===== config.mk =====
export PLATFORM = sky130hd
export DESIGN_NAME = systolic_feeder
export DESIGN_NICKNAME = d
export VERILOG_FILES = /design/src/rtl/systolic_feeder.sv
export SDC_FILE = /design/constraint.sdc
export NUM_CORES = 1
export LEC_CHECK = 0
export ABC_AREA = 1
export CELL_PAD_IN_SITES_DETAIL_PLACEMENT = 1
export CELL_PAD_IN_SITES_GLOBAL_PLACEMENT = 1
export CORE_ASPECT_RATIO = 1.25
export CORE_UTILIZATION = 30
export CTS_BUF_LIST = sky130_fd_sc_hd__clkbuf_8 sky130_fd_sc_hd__clkbuf_16
export CTS_CLUSTER_SIZE = 10
export DETAILED_ROUTE_END_ITERATION = 10
export PLACE_DENSITY_LB_ADDON = 0.1
export SLEW_MARGIN = 25
export SYNTH_ARGS = -nofsm -noshare
export SYNTH_HDL_FRONTEND = slang
export SYNTH_SLANG_ARGS = --single-unit

===== constraint.sdc =====
create_clock -name clk -period 28.4 [get_ports clk]
set_input_delay 2.84 -clock clk [delete_from_list [all_inputs] [get_ports clk]]
set_output_delay 2.84 -clock clk [all_outputs]
set_load 0.005 [all_outputs]

===== src/rtl/systolic_feeder.sv =====
// Holds two 4x4 operand matrices and replays them as a diagonally skewed
// stream (rows west, columns north) for a 4x4 output-stationary systolic array.
module systolic_feeder #(
    parameter int WIDTH      = 16,
    parameter int FRAC_WIDTH = 8
) (
    input  logic             clk,
    input  logic             rst,
    input  logic             wr_en,
    input  logic             wr_sel,
    input  logic [3:0]       wr_addr,
    input  logic [WIDTH-1:0] wr_data,
    output logic             wr_ready,
    input  logic             start,
    output logic             busy,
    output logic [WIDTH-1:0] out_north0,
    output logic [WIDTH-1:0] out_north1,
    output logic [WIDTH-1:0] out_north2,
    output logic [WIDTH-1:0] out_north3,
    output logic [WIDTH-1:0] out_west0,
    output logic [WIDTH-1:0] out_west4,
    output logic [WIDTH-1:0] out_west8,
    output logic [WIDTH-1:0] out_west12,
    output logic             out_valid,
    output logic             done
);

    // Data is opaque fixed point here; only reject a nonsensical format.
    if (FRAC_WIDTH > WIDTH) begin : g_bad_frac_width
        $error("FRAC_WIDTH must not exceed WIDTH");
    end

    typedef enum logic [1:0] {IDLE, STREAM, DONE} state_t;

    localparam logic [2:0] LAST_STEP = 3'd6;

    state_t           state_reg, state_next;
    logic [2:0]       t_reg, t_next;
    logic [WIDTH-1:0] a_reg [16];
    logic [WIDTH-1:0] b_reg [16];
    logic [WIDTH-1:0] a_eff [16];
    logic [WIDTH-1:0] b_eff [16];
    logic [WIDTH-1:0] west_reg  [4];
    logic [WIDTH-1:0] north_reg [4];
    logic [WIDTH-1:0] west_next [4];
    logic [WIDTH-1:0] north_next[4];
    logic             wr_commit;
    logic             load_step;
    logic [2:0]       step_sel;

    assign wr_commit = wr_en && (state_reg == IDLE);

    // a_eff/b_eff forward a same-edge write so a start on that edge streams it.
    for (genvar gi = 0; gi < 16; gi++) begin : g_fwd
        assign a_eff[gi] = (wr_commit && !wr_sel && wr_addr == 4'(gi)) ? wr_data : a_reg[gi];
        assign b_eff[gi] = (wr_commit &&  wr_sel && wr_addr == 4'(gi)) ? wr_data : b_reg[gi];
    end

    always_ff @(posedge clk or posedge rst) begin
        if (rst) begin
            for (int i = 0; i < 16; i++) begin
                a_reg[i] <= '0;
                b_reg[i] <= '0;
            end
        end else begin
            for (int i = 0; i < 16; i++) begin
                a_reg[i] <= a_eff[i];
                b_reg[i] <= b_eff[i];
            end
        end
    end

    always_ff @(posedge clk or posedge rst) begin
        if (rst) begin
            state_reg <= IDLE;
            t_reg     <= '0;
        end else begin
            state_reg <= state_next;
            t_reg     <= t_next;
        end
    end

    always_comb begin
        state_next = state_reg;
        t_next     = t_reg;
        case (state_reg)
            IDLE: begin
                if (start) begin
                    state_next = STREAM;
                    t_next     = '0;
                end
            end
            STREAM: begin
                if (t_reg == LAST_STEP) begin
                    state_next = DONE;
                    t_next     = '0;
                end else begin
                    t_next = t_reg + 3'd1;
                end
            end
            DONE:    state_next = IDLE;
            default: state_next = IDLE;
        endcase
    end

    always_comb begin
        wr_ready  = (state_reg == IDLE);
        busy      = (state_reg == STREAM) || (state_reg == DONE);
        out_valid = (state_reg == STREAM);
        done      = (state_reg == DONE);
        load_step = ((state_reg == IDLE) && start) ||
                    ((state_reg == STREAM) && (t_reg != LAST_STEP));
        step_sel  = (state_reg == IDLE) ? 3'd0 : t_reg + 3'd1;
    end

    // Lane gi is delayed gi steps; a 3-bit difference above 3 means "outside window".
    for (genvar gi = 0; gi < 4; gi++) begin : g_lane
        logic [2:0] dly;
        assign dly            = step_sel - 3'(gi);
        assign west_next[gi]  = (load_step && dly <= 3'd3) ?
                                a_eff[{2'(gi), 2'd3 - dly[1:0]}] : '0;
        assign north_next[gi] = (load_step && dly <= 3'd3) ?
                                b_eff[{2'd3 - dly[1:0], 2'(gi)}] : '0;
    end

    always_ff @(posedge clk or posedge rst) begin
        if (rst) begin
            for (int i = 0; i < 4; i++) begin
                west_reg[i]  <= '0;
                north_reg[i] <= '0;
            end
        end else begin
            for (int i = 0; i < 4; i++) begin
                west_reg[i]  <= west_next[i];
                north_reg[i] <= north_next[i];
            end
        end
    end

    assign out_west0  = west_reg[0];
    assign out_west4  = west_reg[1];
    assign out_west8  = west_reg[2];
    assign out_west12 = west_reg[3];
    assign out_north0 = north_reg[0];
    assign out_north1 = north_reg[1];
    assign out_north2 = north_reg[2];
    assign out_north3 = north_reg[3];

endmodule


==> impl_metrics.json <==
{
  "yosysWarnings": 0,
  "setup_violations": 0,
  "die_h_um": 362,
  "max_slew.worst_pin.slew_ps": 1020,
  "nNetsFinal": 4153,
  "first_iter_violations": 1274,
  "max_freq_mhz": 170,
  "top_layer_used": "met4",
  "outcome": "finished clean",
  "via_per_inst": 4.68,
  "postPlaceCellArea_mm2": 0.0339,
  "hold_end": "b_reg[94]",
  "route.detailed.wl_per_inst_um": 19.4,
  "vdd_drop_max_mv": 0.0928,
  "min_path_type": "reg -> reg",
  "numPortBuffers": 156,
  "slew_headroom_pct": 31.9,
  "finalHoldViolCount": 0,
  "clk_pin_slew_ps": 50,
  "p_sw_share_pct": 40.2,
  "grt_pass1_vias": 26600,
  "row_count": 131,
  "ctsResizeCount": 0,
  "finalSetupTns_ps": 0,
  "ant_nets": 0,
  "wirelength_mm": 106,
  "p_int_mw": 2.30,
  "cp-end-kind": "register",
  "root_buffer": "clkbuf_16",
  "path_class": "in -> reg",
  "wl_met3_mm": 2.94,
  "dieArea_mm2": 0.105,
  "start_kind": "primary input",
  "path_max_fanout": 56,
  "core_mm2": 0.102,
  "io_pins": 157,
  "synth_nets": 4091,
  "synth-seq-cells": 645,
  "place_hpwl_mm": 63.7,
  "die_x_um": 290,
  "power_density_mw_per_mm2": 106,
  "p_comb_share_pct": 42.5,
  "reg2reg_setup_slack_ps": 23600,
  "stdcell_area_mm2": 0.0363,
  "r2r_start": "state_reg[1]",
  "drtPass1Iterations": 5,
  "antenna_found_initial": 2,
  "htreeDepth": 3,
  "cts_buffer_depth": 3,
  "grt_start_max_net_pins": 154,
  "cts_hold_buf": 0,
  "final_util_pct": 35.5,
  "worstSkewPairLatency_ps": 640,
  "grt_setup_unrepaired": "false",
  "cp.arrival_ps": 6410,
  "start_util_pct": 30.4,
  "maxSlewViolCount": 0,
  "p_sw_mw": 1.54,
  "min_from": "b_reg[94]",
  "gp_congestion": 0.748,
  "p_seq_share_pct": 32.5,
  "grt_overflow": 0,
  "synthDistinctLibCells": 25,
  "syn2layout_area_growth_pct": 16.9,
  "post_cts.repair.setup_buffers": 0,
  "whs_path_depth": 2,
  "met1_length_mm": 50.7,
  "vias": 25700,
  "synthCells": 4056,
  "maxCapViolations": 0,
  "route.detailed.drc": 0,
  "cts_tree": "done",
  "grt_pass1_wl_mm": 166,
  "seq_area_frac_synth_pct": 52.0,
  "grt_usage_pct": 20.9,
  "numClockSinks": 645,
  "drive_gt1_share_pct": 4.74,
  "avgSynthCellArea_um2": 7.66,
  "routed-wl-met2_mm": 50.7,
  "power.share.clock_pct": 25.1,
  "cp.required_ps": 28910,
  "skew_ps": 21.3,
  "finalCritPeriodShare_pct": 20.8,
  "synthesis.area_mm2": 0.0311,
  "startpoint": "wr_sel",
  "worstReg2RegEnd": "out_west12[13]",
  "post-route-min-period_ps": 5900,
  "cellLeakagePower_nw": 18.1,
  "cts_made_buffers": 79,
  "reg2regPathDepth": 13,
  "antennaDiodeCount": 0
}
power groups by stage:
stage / sequential, mW / combinational (mW) / clock [mW]
after global routing: 1.27 / 1.86 / 1.03
after detailed placement: 1.27 / 1.67 / 0
after CTS: 1.25 / 1.68 / 1.00
after floorplan: 1.25 / 1.06 / 0
after global placement: 1.26 / 1.66 / 0
final: 1.25 / 1.63 / 0.965
critical path: stages:
cell and delay [ps]:
clkdlybuf4s50_1 560, nand3_2 440, inv_2 470, buf_4 660, nand2_1 650, nand2_1 240, nand3_1 100, nand3_1 110
nand2_1 60, nor2_1 220
cell usage after synthesis, drive strengths merged:
cell type	instances	area share (%)
nand2	1113	13
o22ai	2	0.040
buf	77	1.2
nand4	1	0.020
o21ai	150	2.4
a21boi	1	0.024
inv	523	6.3
dfrtp	645	52
clkinv	5	0.060
and2	305	6.1
clkbuf	159	1.9
a21oi	6	0.097
ha	10	0.40
nor2	401	4.9
o21a	47	1.1
mux2i	1	0.032
nor3	2	0.048
nand3	608	9.8
per-stage QoR:
step / hold slack (ps) / total power, mW / cells / worst slack (ps)
2_1_floorplan: 437 / 2.31 / 4056 / 7490
3_3_place_gp: 451 / 2.92 / 5367 / 21690
3_5_place_dp: 460 / 2.93 / 5367 / 21600
4_1_cts: 475 / 3.93 / 5487 / 22270
5_1_grt: 488 / 4.16 / 5487 / 22040
6_report: 471 / 3.85 / 5487 / 22500
cell type report:
cell class	instances	area (um^2)
timing repair buffer	217	2040
tap	1330	1660
fill	12400	66000
clock inverter	21	98.8
clock buffer	99	2300
inverter	528	2000
sequential	645	16100
multi-input combinational	2647	12100
worst max path at each step:
stage | to | slack (ps)
2_1_floorplan | a_reg[0] | 7490
3_3_place_gp | out_north1[3] | 21690
3_5_place_dp | out_north1[4] | 21600
4_1_cts | out_north1[10] | 22270
5_1_grt | a_reg[36] | 22040
6_report | out_north0[7] | 22500
kinds of logic (layout without fill, tap and decap cells):
logic type	Yosys count	after routing	share of synthesized area (%)
flip-flops	645	645	52.0
multiplexers	1	1	0.0322
AND/OR/NAND/NOR	2430	2430	34.4
buffers and inverters	764	865	9.50
adder cells (fa/ha/maj)	10	10	0.403
AO/OA/AOI/OAI	206	206	3.71
placed cells by master, fill, tap and decap left out:
cell             synthesis  layout
clkinv_1                 5       7
inv_6                    0       3
nand3_2                  1       1
mux2i_1                  1       1
buf_6                    0       1
a21oi_4                  0       2
nor3_1                   1       1
nand4_1                  1       1
clkbuf_8                 0      16
o22ai_1                  2       2
nor2_2                   5      14
clkdlybuf4s50_1          0     156
nor3_2                   1       1
clkbuf_16                0      83
o21a_1                  47      47
and2_1                 305     305
a21oi_1                  6       4
buf_12                   0       1
a21boi_0                 1       1
clkinv_4                 0       1
ha_1                    10      10
buf_4                    5      59
nand2_1               1113    1108
nor2_4                   1       6
o21ai_0                150     150
nand2_2                  0       5
inv_8                    0       2
nand3_1                607     607
dfrtp_1                645     645
nor2_1                 395     381
inv_2                    1       2
inv_1                  522     534
layer usage:
layer | vias to the layer above | global-route usage (%)
met5 | - | 0
met4 | 0 | 5.24
met3 | 112 | 2.13
met2 | 328 | 34.5
met1 | 12700 | 29.1
li1 | 12500 | -
Note: power is estimated with default switching activity, not from simulation.
